[src/rtl/div_clock_arbiter.sv]
// rtl/div_clock_arbiter.sv - round-robin arbiter sharing one variable clock divider
// Grants one requester, reloads the divider with its ratio and waits for the output to settle.
module div_clock_arbiter #(
  parameter int NUM_REQ      = 4,
  parameter int BW_COUNT     = 5,
  parameter int SETTLE_EDGES = 2
) (
  input  logic                         Clock,
  input  logic                         ResetN,
  input  logic [NUM_REQ-1:0]           Req,
  input  logic [NUM_REQ*BW_COUNT-1:0]  ReqRatio,
  output logic [NUM_REQ-1:0]           Grant,
  output logic                         Ready,
  output logic [BW_COUNT-1:0]          DivResetVal,
  output logic                         DivReset,
  input  logic                         DivOutClock
);

  localparam int PW = (NUM_REQ > 1) ? $clog2(NUM_REQ) : 1;
  localparam int CW = 4;

  typedef enum logic [1:0] {
    ST_IDLE   = 2'd0,
    ST_LOAD   = 2'd1,
    ST_SETTLE = 2'd2,
    ST_OWNED  = 2'd3
  } state_t;

  state_t              state_q, state_d;
  logic [NUM_REQ-1:0]  grant_q, grant_d;
  logic                ready_q, ready_d;
  logic                div_reset_q, div_reset_d;
  logic [BW_COUNT-1:0] div_reset_val_q, div_reset_val_d;
  logic [PW-1:0]       ptr_q, ptr_d;
  logic [PW-1:0]       owner_q, owner_d;
  logic [CW-1:0]       cnt_q, cnt_d;
  logic                hist_q, hist_d;

  logic          found;
  logic [PW-1:0] sel;

  // First requester at or above the pointer, wrapping around.
  always_comb begin
    found = 1'b0;
    sel   = '0;
    for (int k = 0; k < NUM_REQ; k++) begin
      int idx;
      idx = int'(ptr_q) + k;
      if (idx >= NUM_REQ) idx = idx - NUM_REQ;
      if (!found && Req[idx]) begin
        found = 1'b1;
        sel   = PW'(idx);
      end
    end
  end

  always_comb begin
    state_d         = state_q;
    grant_d         = grant_q;
    ready_d         = ready_q;
    div_reset_d     = 1'b0;
    div_reset_val_d = div_reset_val_q;
    ptr_d           = ptr_q;
    owner_d         = owner_q;
    cnt_d           = cnt_q;
    hist_d          = hist_q;

    case (state_q)
      ST_IDLE: begin
        if (found) begin
          grant_d         = '0;
          grant_d[sel]    = 1'b1;
          owner_d         = sel;
          div_reset_val_d = ReqRatio[sel*BW_COUNT +: BW_COUNT];
          div_reset_d     = 1'b1;
          state_d         = ST_LOAD;
        end
      end
      ST_LOAD: begin
        hist_d  = 1'b0;
        cnt_d   = '0;
        state_d = ST_SETTLE;
      end
      ST_SETTLE, ST_OWNED: begin
        if (!Req[owner_q]) begin
          grant_d = '0;
          ready_d = 1'b0;
          state_d = ST_IDLE;
          ptr_d   = (owner_q == PW'(NUM_REQ - 1)) ? '0 : owner_q + 1'b1;
        end else if (state_q == ST_SETTLE) begin
          hist_d = DivOutClock;
          if (DivOutClock != hist_q) cnt_d = cnt_q + 1'b1;
          if (cnt_d == CW'(SETTLE_EDGES)) begin
            ready_d = 1'b1;
            state_d = ST_OWNED;
          end
        end
      end
      default: state_d = ST_IDLE;
    endcase
  end

  always_ff @(posedge Clock or negedge ResetN) begin
    if (!ResetN) begin
      state_q         <= ST_IDLE;
      grant_q         <= '0;
      ready_q         <= 1'b0;
      div_reset_q     <= 1'b1;
      div_reset_val_q <= '0;
      ptr_q           <= '0;
      owner_q         <= '0;
      cnt_q           <= '0;
      hist_q          <= 1'b0;
    end else begin
      state_q         <= state_d;
      grant_q         <= grant_d;
      ready_q         <= ready_d;
      div_reset_q     <= div_reset_d;
      div_reset_val_q <= div_reset_val_d;
      ptr_q           <= ptr_d;
      owner_q         <= owner_d;
      cnt_q           <= cnt_d;
      hist_q          <= hist_d;
    end
  end

  assign Grant       = grant_q;
  assign Ready       = ready_q;
  assign DivReset    = div_reset_q;
  assign DivResetVal = div_reset_val_q;

endmodule
[config.mk]
export PLATFORM = sky130hd
export DESIGN_NAME = div_clock_arbiter
export DESIGN_NICKNAME = d
export VERILOG_FILES = /design/src/rtl/div_clock_arbiter.sv
export SDC_FILE = /design/constraint.sdc
export NUM_CORES = 1
export LEC_CHECK = 0
export CAP_MARGIN = 20
export CORE_MARGIN = 1.5
export CORE_UTILIZATION = 35
export DETAILED_ROUTE_END_ITERATION = 8
export MAX_ROUTING_LAYER = met4
export PLACE_DENSITY = 0.62
export SLEW_MARGIN = 20
export SYNTH_ARGS = -nofsm -noshare
export SYNTH_HDL_FRONTEND = slang
export SYNTH_SLANG_ARGS = --single-unit
export TNS_END_PERCENT = 50
[constraint.sdc]
create_clock -name Clock -period 1.75 [get_ports Clock]
set_input_delay 0.2625 -clock Clock [delete_from_list [all_inputs] [get_ports Clock]]
set_output_delay 0.2625 -clock Clock [all_outputs]
set_load 0.01 [all_outputs]
==> metrics.json <==
{
  "run_status": "finished, final reports clean",
  "fin_worst_skew_ns": 0.00268,
  "seq_power_share": 0.270,
  "synthesized_instance_count": 128,
  "grt_pass1_wl_um": 5350,
  "yosysUniqueCellTypes": 41,
  "cpMaxStageDelayCell": "sky130_fd_sc_hd__mux4_2",
  "p_leak_nw": 0.945,
  "antenna_found_initial": 0,
  "layout.area.seq_um2": 554,
  "synth_nets": 160,
  "synth_top_flop_cell": "sky130_fd_sc_hd__dfrtp_1",
  "syn-cell-area_mm2": 0.00137,
  "switching_power_mw": 1.24,
  "worst-endpoint-arrival_ns": 1.88,
  "power_switching_share": 0.373,
  "fillerInstances": 339,
  "design.core.area_mm2": 0.00372,
  "start_util": 0.369,
  "max-cap-violations": 0,
  "drive_above_1_share": 0.277,
  "syn_area_per_cell_um2": 10.7,
  "leading_cell_type_in_the_layout_fill_and_taps_excluded": "sky130_fd_sc_hd__clkdlybuf4s50_1",
  "detail_route.drc_violations": 0,
  "critPathCaptureType": "register",
  "synth_sequential_area_ratio": 0.403,
  "io_pins": 38,
  "most-common-layout-cells": "sky130_fd_sc_hd__clkdlybuf4s50_1 (33), sky130_fd_sc_hd__nand2_1 (24), sky130_fd_sc_hd__buf_4 (22), sky130_fd_sc_hd__dfrtp_1 (19), sky130_fd_sc_hd__mux2i_1 (11)",
  "detail_route.wirelength_um": 3230,
  "fin_total_pwr_mw": 3.32,
  "drtIter0Drc": 45,
  "timing.final.crit_period_ns": 1.71,
  "critPathMaxFanout": 6,
  "drt_first_pass_iters": 4,
  "synth_area_leader_cell": "sky130_fd_sc_hd__dfrtp_1",
  "detail-route-antenna-nets": 0,
  "detail_route.wl_per_cell_um": 13.5,
  "ys_warn_count": 0,
  "die-height_um": 65.6,
  "slew-limit-headroom": 0.769,
  "finalWeightedCongestion": 0.845,
  "cts_buffer_depth": 2,
  "cp_slowest_stage_delay_ns": 0.56,
  "rsz0062_at_grt": "yes",
  "dieArea_mm2": 0.00430,
  "synth_area_leaders": "sky130_fd_sc_hd__dfrtp_1 (38%), sky130_fd_sc_hd__mux2i_1 (8.0%), sky130_fd_sc_hd__mux2_2 (6.6%)",
  "cts_tree": "built",
  "ys_seq_elements": 22,
  "setup_tns_final_ns": 0,
  "synth_enable_flop_cells": 0,
  "remaining_global_route_overflow": 0,
  "crit_buf_inv": 1,
  "cts-root-buf": "sky130_fd_sc_hd__clkbuf_8",
  "detailed_place_hpwl_um": 2590,
  "area_share_of_the_largest_cell_type_after_synthesis": 0.384,
  "cts_buffers": 3,
  "internal-power_mw": 2.08,
  "cellPowerDensity_mw_per_mm2": 1600,
  "fmax_mhz": 584,
  "min_period_over_period": 0.978,
  "vias_in_the_first_global_route": 1229,
  "actual_transition_at_the_worst_max_transition_pin_ns": 0.346,
  "cts.hold.buffers_added": 0,
  "ctsHtreeMaxLevel": 1,
  "hold_path.class": "in -> async",
  "final_core_util": 0.559,
  "finalHoldViolations": 0,
  "multi_input_area_um2": 801,
  "nets": 224,
  "worst_ep_required_time_ns": 1.92,
  "grt_start_max_net_pins": 23,
  "proportion_of_power_drawn_by_combinational_gates": 0.586,
  "post-route-worst-setup-slack_ns": 0.0380,
  "track_usage": 0.165,
  "finalMaxSlewViolations": 0,
  "clkPwrFrac": 0.144,
  "num_antenna_cells": 0,
  "setup-violations-final": 0,
  "numPortBuffers": 37,
  "critical-path-top-delay-family": "multiplexers",
  "ir_drop_mv": 0.746,
  "crit_path_cell_trace": "clkdlybuf4s50_1, mux4_2, nand2_1, o211ai_4, o41ai_2",
  "detailroute.via_count": 1208,
  "insertion_delay_ns": 0.26,
  "place_worst_setup_slack_ns": -0.410,
  "async_flop_share": 1.00,
  "die_width_um": 65.6,
  "rows": 22,
  "syn2layout_area_growth_pct": 51.5,
  "cts.sink_count": 22,
  "avgViaCountPerCell": 5.05,
  "worst_setup_path_start_kind": "primary input",
  "timing.setup.critical_path_class": "in -> reg",
  "worst_hold_slack_ns": 0.335,
  "worst_setup_hold_path_clk_slew_ns": 0.08
}
==> cells by family (layout without fill, tap and decap cells) <==
| logic type | count (synthesis) | in the layout | synth area share |
|---|---|---|---|
| compound gates | 29 | 29 | 0.180 |
| xor+xnor | 2 | 2 | 0.0238 |
| fa+ha+maj | 5 | 5 | 0.0457 |
| buf+inv | 6 | 69 | 0.0219 |
| flops | 22 | 22 | 0.403 |
| mux | 20 | 20 | 0.163 |
| simple gates | 44 | 44 | 0.163 |
==> state kept, by name, indices dropped and copies added, names as in the netlist <==
| signal | cells |
|---|---|
| Ready | 1 |
| owner_q | 2 |
| hist_q | 1 |
| ptr_q | 2 |
| state_q | 2 |
| DivReset | 1 |
| cnt_q | 4 |
| DivResetVal | 5 |
| Grant | 4 |
==> worst reg2reg max path: cells and delay by family (launching register included) <==
family / cells / cell delay, ns
DFF: 1 / 0.41
and+or+nand+nor: 2 / 0.48
xor gates and xnor gates: 2 / 0.42
AOI/OAI and AO/OA: 2 / 0.34
==> power by group through the flow <==
stage               Sequential [mW]  Combinational [mW]  Clock [mW]
floorplan                     0.923                1.02           0
global placement              0.886                1.80           0
detailed placement            0.895                1.87           0
CTS                           0.889                1.87       0.491
global route                  0.926                2.13       0.519
finish                        0.895                1.94       0.479
==> per-stage QoR <==
stage | std cells | cell area (µm²)
after floorplan | 128 | 1370
after global placement | 231 | 1960
after detailed placement | 231 | 1960
after CTS | 235 | 2030
after global routing | 239 | 2080
final | 239 | 2080
==> cells in the mapped netlist (all sizes together) (2+ instances only) <==
cell and instances:
ha 5, nand3 2, nand2 24, nand3b 2, nor2 5, mux2 8
o21ai 10, o31ai 2, a21oi 4, nor3b 2, mux2i 11, a22o 3
dfrtp 21, and3 3, inv 4, o21a 2, nand2b 2
==> cell type report <==
type / count / share of cell area
Multi-Input combinational cell: 100 / 0.386
Timing Repair Buffer: 61 / 0.277
Sequential cell: 22 / 0.267
Tap cell: 48 / 0.0289
Clock buffer: 3 / 0.0199
Clock inverter: 1 / 0.0145
Inverter: 4 / 0.00723
==> final timing paths <==
kind | startpoint | endpoint | slack (ns) | depth (start not counted)
worst max-delay path | Req[3] | Grant[0] | 0.04 | 5
worst min-delay path | ResetN | DivResetVal[4] | 0.34 | 2
worst max register to register | hist_q | state_q[0] | 0.04 | 6
worst min register to register | DivResetVal[3] | DivResetVal[3] | 0.49 | 2
max in group asynchronous | ResetN | DivReset | 1.14 | 2
min in group Clock | DivOutClock | hist_q | 0.45 | 2
==> routing by layer <==
layer / wire [µm] / GRT usage
met2: 1680 / 0.306
met1: 1340 / 0.179
met3: 207 / 0.0462
met5: 0 / -
met4: 8 / 0.0234
==> what timing repair did <==
item	4_1_cts	5_1_grt
setup endpoints to repair	7	12
resized for setup	3	6
setup buffers	0	4
pin swaps	4	0
No activity file was read; power rests on OpenSTA's default activity.
